`config.mk`:
```
export PLATFORM = sky130hd
export DESIGN_NAME = if_prefetch_buf
export DESIGN_NICKNAME = d
export VERILOG_FILES = /design/src/rtl/if_prefetch_buf_pkg.sv /design/src/rtl/if_prefetch_buf_pf_fifo.sv /design/src/rtl/if_prefetch_buf.sv
export SDC_FILE = /design/constraint.sdc
export NUM_CORES = 1
export LEC_CHECK = 0
export CAP_MARGIN = 20
export CORE_ASPECT_RATIO = 1.4
export CORE_UTILIZATION = 25
export DETAILED_ROUTE_END_ITERATION = 12
export PLACE_DENSITY = 0.43
export REMOVE_ABC_BUFFERS = 1
export SYNTH_ARGS = -nofsm -noshare
export SYNTH_HDL_FRONTEND = slang
export SYNTH_SLANG_ARGS = --single-unit
```
`constraint.sdc`:
```
create_clock -name clk_in -period 3.98 [get_ports clk_in]
set_input_delay 0.995 -clock clk_in [delete_from_list [all_inputs] [get_ports clk_in]]
set_output_delay 0.995 -clock clk_in [all_outputs]
set_load 0.01 [all_outputs]
```
`src/rtl/if_prefetch_buf_pkg.sv`:
```
// Shared constants, types and helpers for the instruction-fetch prefetch buffer.
package if_prefetch_buf_pkg;

  localparam logic [31:0] PC_STEP      = 32'd4;
  localparam logic [31:0] INST_NOP     = 32'h0000_0000;
  localparam logic [31:0] RESET_PC_DEF = 32'h0000_0000;

  // Fetch is halted when the buffer is full without a pop, or a redirect is held.
  typedef enum logic {
    StFetch = 1'b0,
    StHalt  = 1'b1
  } pf_state_e;

  function automatic int unsigned clog2(input int unsigned n);
    int unsigned r;
    r = 0;
    for (int unsigned i = 0; i < 32; i++) begin
      if ((32'd1 << r) < n) begin
        r = r + 1;
      end
    end
    return r;
  endfunction

endpackage

```
`src/rtl/if_prefetch_buf_pf_fifo.sv`:
```
// pf_fifo: synchronous {pc, inst} FIFO with single-cycle flush and combinational head read.
module if_prefetch_buf_pf_fifo
  import if_prefetch_buf_pkg::*;
#(
  parameter int unsigned DEPTH = 4
) (
  input  logic                   clk_in,
  input  logic                   reset,
  input  logic                   flush,
  input  logic                   push,
  input  logic [63:0]            wdata,
  input  logic                   pop,
  output logic [63:0]            rdata,
  output logic [clog2(DEPTH):0]  count
);

  localparam int unsigned AW = clog2(DEPTH);

  logic [63:0]   mem_q [DEPTH];
  logic [AW-1:0] head_q, head_d;
  logic [AW-1:0] tail_q, tail_d;
  logic [AW:0]   count_q, count_d;

  always_comb begin
    head_d  = head_q;
    tail_d  = tail_q;
    count_d = count_q;
    if (flush) begin
      head_d  = '0;
      tail_d  = '0;
      count_d = '0;
    end else begin
      if (push) tail_d = tail_q + 1'b1;
      if (pop)  head_d = head_q + 1'b1;
      unique case ({push, pop})
        2'b10:   count_d = count_q + 1'b1;
        2'b01:   count_d = count_q - 1'b1;
        default: count_d = count_q;
      endcase
    end
  end

  always_ff @(posedge clk_in or negedge reset) begin
    if (!reset) begin
      head_q  <= '0;
      tail_q  <= '0;
      count_q <= '0;
    end else begin
      head_q  <= head_d;
      tail_q  <= tail_d;
      count_q <= count_d;
    end
  end

  // Storage needs no reset: the head is only observed while count is non-zero.
  always_ff @(posedge clk_in) begin
    if (push && !flush) begin
      mem_q[tail_q] <= wdata;
    end
  end

  assign rdata = mem_q[head_q];
  assign count = count_q;

endmodule

```
`src/rtl/if_prefetch_buf.sv`:
```
// Instruction-fetch prefetch buffer: sequential imem reads queued as {pc, inst} with redirect flush.
module if_prefetch_buf
  import if_prefetch_buf_pkg::*;
#(
  parameter int unsigned DEPTH    = 4,
  parameter logic [31:0] RESET_PC = RESET_PC_DEF
) (
  input  logic                   clk_in,
  input  logic                   reset,
  input  logic                   redirect_valid,
  input  logic [31:0]            redirect_pc,
  output logic [31:0]            imem_addr,
  output logic                   IM_R,
  input  logic [31:0]            imem_data,
  output logic                   out_valid,
  input  logic                   out_ready,
  output logic [31:0]            out_pc,
  output logic [31:0]            out_inst,
  output logic [clog2(DEPTH):0]  count
);

  localparam int unsigned CW = clog2(DEPTH) + 1;
  localparam logic [CW-1:0] FullCnt = CW'(DEPTH);

  logic [31:0] fetch_pc_q, fetch_pc_d;
  logic        pop, push;
  pf_state_e   state;
  logic [63:0] rdata;
  logic [1:0]  unused_rpc_lsb;

  assign unused_rpc_lsb = redirect_pc[1:0];

  always_comb begin
    pop   = out_valid & out_ready;
    state = (redirect_valid || ((count == FullCnt) && !pop)) ? StHalt : StFetch;
    // Gating with reset keeps the read strobe low while reset is held.
    push  = (state == StFetch) & reset;
    fetch_pc_d = fetch_pc_q;
    if (redirect_valid) begin
      fetch_pc_d = {redirect_pc[31:2], 2'b00};
    end else if (push) begin
      fetch_pc_d = fetch_pc_q + PC_STEP;
    end
  end

  always_ff @(posedge clk_in or negedge reset) begin
    if (!reset) begin
      fetch_pc_q <= RESET_PC;
    end else begin
      fetch_pc_q <= fetch_pc_d;
    end
  end

  if_prefetch_buf_pf_fifo #(
    .DEPTH (DEPTH)
  ) u_fifo (
    .clk_in (clk_in),
    .reset  (reset),
    .flush  (redirect_valid),
    .push   (push),
    .wdata  ({fetch_pc_q, imem_data}),
    .pop    (pop),
    .rdata  (rdata),
    .count  (count)
  );

  assign imem_addr = fetch_pc_q;
  assign IM_R      = push;
  assign out_valid = (count != '0);
  assign out_pc    = out_valid ? rdata[63:32] : 32'h0;
  assign out_inst  = out_valid ? rdata[31:0]  : INST_NOP;

endmodule

```
==> results.md <==
* IO Port Bufs at 162
* Setup Buffers After CTS at 0
* Reg2reg setup slack at 1.32 ns
* Global route overflow at 0
* Syn avg cell area at 17.38 um2
* Worst slew pin tran at 0.9500 ns
* Count of hold-fix buffers inserted at cts at 0
* Crit path largest cell delay at 0.63 ns
* Syn Inst Count at 675
* Slew margin rel. at 0.3608
* Crit path kind: in2out
* Number of buffers created by CTS at 31
* Final total power at 0.008283 W
* Die W at 185.1 um
* WL/cell at 20.33 um
* Non-filler instance count after layout at 1497
* Worst Hold Class: in2async
* Seq/Total Area, Yosys at 0.7139
* Static Leakage at 4.889 nW
* Final setup violation count at 0
* Crit. End Element: output port
* R2r startpoint: u_fifo.count[0]
* Gpl congestion at 0.7093
* RSZ-0062 raised after global routing: false
* Core area at 46200 um2
* Detailed-route vias per instance at 4.476
* Yosys cell types at 52
* #FFs+latches synth at 285
* Crit path launch type: input port
* Leading area contributor after synthesis: edfxtp_1
* Detailed Route Iter0 Violations at 311
* Post-DP HPWL at 18770 um
* Worst-path fanout max at 6
* Total of max-cap violations at 0
* Post-synth top area share at 0.6349
* Data arrival time of the worst path at 2.76 ns
* Fillers at 4570
* NumNets Final at 930
* CTS tree: built
* Vias in the first global route at 7270
* Critical Path Most Common Cell: clkdlybuf4s50_1
* Post-Place Cells at 1440
* Die area at 47800 um2
* FF-to-FF End: u_fifo.count[2]
* Post_cts resized at 0
* Fraction of layout cells with a size suffix above 1 at 0.1750
* Area grow syn2layout at 30.09%
* GRT Util Overall at 0.1290
* Clock Latency Late Sink at 0.57 ns
* Minimum clock period at 3.754 ns
* Vias at 6701
* Synth area leaders: edfxtp_1 63%, mux4_2 12%, dfrtp_1 7.9%
* First-pass GRT wire length at 46030 um
* CP max-delay cell: or4b_2
* Worst r2r path cells at 9
* Initial antenna violation count at 0
* Worst EP required at 2.98 ns
* Largest net degree at the start of global routing at 66
* Ys async rst share at 0.1298
* Initial core utilization at 0.2539
* CTS H-tree lvls at 1
* Max VDD drop at 302.7 uV
* CTS sink cnt at 285
* Chip Height at 258.3 um
* Period Utilization, post-route at 0.9432
* CTS Buffer Depth at 3
* Synth Warn # at 0
* Commonest cells post-synth: 248 x edfxtp_1, 67 x and2_1, 62 x mux4_2
* DRC at 0
* Hold Fails Final Rpt at 0
* Antenna diodes at 0
* Outcome: finished, final reports clean
* Total Routed Length at 30440 um
* Mapped Area at 11730 um2
* Post-synth top flop: edfxtp_1
* Fmax at 266.4 MHz
* Worst-path cell chain: clkdlybuf4s50_1, or4b_2, nand2_1, nor2_1, clkdlybuf4s50_1
* Clock skew at 0.02003 ns
* Root Buffer: clkbuf_16
* Clk slew on worst S/H paths at 0.06 ns
* # IOs at 169
* Row count at 93
* Pre-Repair DR Iteration Count at 4
* Max Slew Vio Count at 0
* Most common cell in the synthesized netlist: edfxtp_1
* Post-synth EDFFs at 248
* Sum Neg Setup Slack at 0 ns
* PwrDens at 542.9 nW/um2
* Post-route ant nets at 0
metrics by stage:
| stage | instance area [um2] | hold slack [ns] | util | setup slack [ns] |
|---|---|---|---|---|
| after floorplan | 11560 | 0.5364 | - | -0.3781 |
| after global placement | 14240 | 0.5585 | 0.3082 | 0.2160 |
| after detailed placement | 14240 | 0.5674 | 0.3082 | 0.2299 |
| after CTS | 15260 | 0.1974 | 0.3303 | 0.1550 |
| after global routing | 15260 | 0.2234 | 0.3303 | 0.06095 |
| final | 15260 | 0.2488 | 0.3303 | 0.2261 |
how the worst max path moves through the flow:
stage                     startpoint     endpoint  slack (ns)  cells past startpoint
CTS                  u_fifo.count[0]   out_pc[20]        0.16                      4
finish                     out_ready         IM_R        0.23                      5
detailed placement         out_ready         IM_R        0.23                      5
global route         u_fifo.count[0]   out_pc[30]        0.06                      4
global placement           out_ready         IM_R        0.22                      5
floorplan           u_fifo.head_q[0]  out_inst[0]       -0.38                      2
power breakdown:
group / switching [W] / internal [W]
Clock: 0.00120 / 0.00168
Combinational: 0.000850 / 0.00101
Sequential: 0.000131 / 0.00342
Total: 0.00218 / 0.00610
cells in the final DEF (no fill, tap or decap), types with 4 or more instances in the layout:
cell type	instances
a21oi_1	5
a22oi_1	4
a31oi_1	11
and2_1	63
and2_4	4
buf_12	9
buf_4	12
clkbuf_1	4
clkbuf_16	31
clkdlybuf4s50_1	160
clkinv_1	5
clkinv_2	5
conb_1	4
dfrtp_1	35
edfxtp_1	248
ha_1	5
inv_1	6
mux4_2	62
nand2_1	28
nand3_1	25
nand4_1	13
nor2_1	24
nor2b_1	6
nor3_1	5
nor4_1	5
o21ai_0	13
o31ai_1	13
or2_2	4
or4_1	8
xnor2_1	4
xor2_1	7
sequential cells by signal (all words and copies together) (netlist names):
| signal | flops |
|---|---|
| imem_addr | 30 |
| u_fifo.count | 3 |
| u_fifo.head_q | 2 |
| u_fifo.mem_q | 248 |
| u_fifo.tail_q | 2 |
logic make-up after synthesis:
logic type,synth area share
DFF,0.7139
other,0.0003197
AOI/OAI and AO/OA,0.03243
and+or+nand+nor,0.1010
adders and majority gates,0.007041
xor gates and xnor gates,0.008214
muxes,0.1199
buffers and inverters,0.01717
worst max-delay path, delay by kind of cell:
family,cells,cell delay (ns)
buffers and inverters,2,0.91
and+or+nand+nor,3,0.85
cell type report:
cell class,instances,area (um2),area share
Timing Repair Buffer,183,1882,0.1233
Tap cell,617,772.0,0.05059
Clock buffer,38,832.0,0.05453
Inverter,7,26.28,0.001722
Sequential cell,285,8381,0.5492
Multi-Input combinational cell,348,3177,0.2082
Clock inverter,19,188.9,0.01238
per-layer routing:
layer | wire, um | global-route usage
met4 | 633 | 0.03788
met1 | 12910 | 0.1613
met5 | 0 | 0
met2 | 15490 | 0.2270
met3 | 1403 | 0.02094
(Power assumes the default switching activity.)
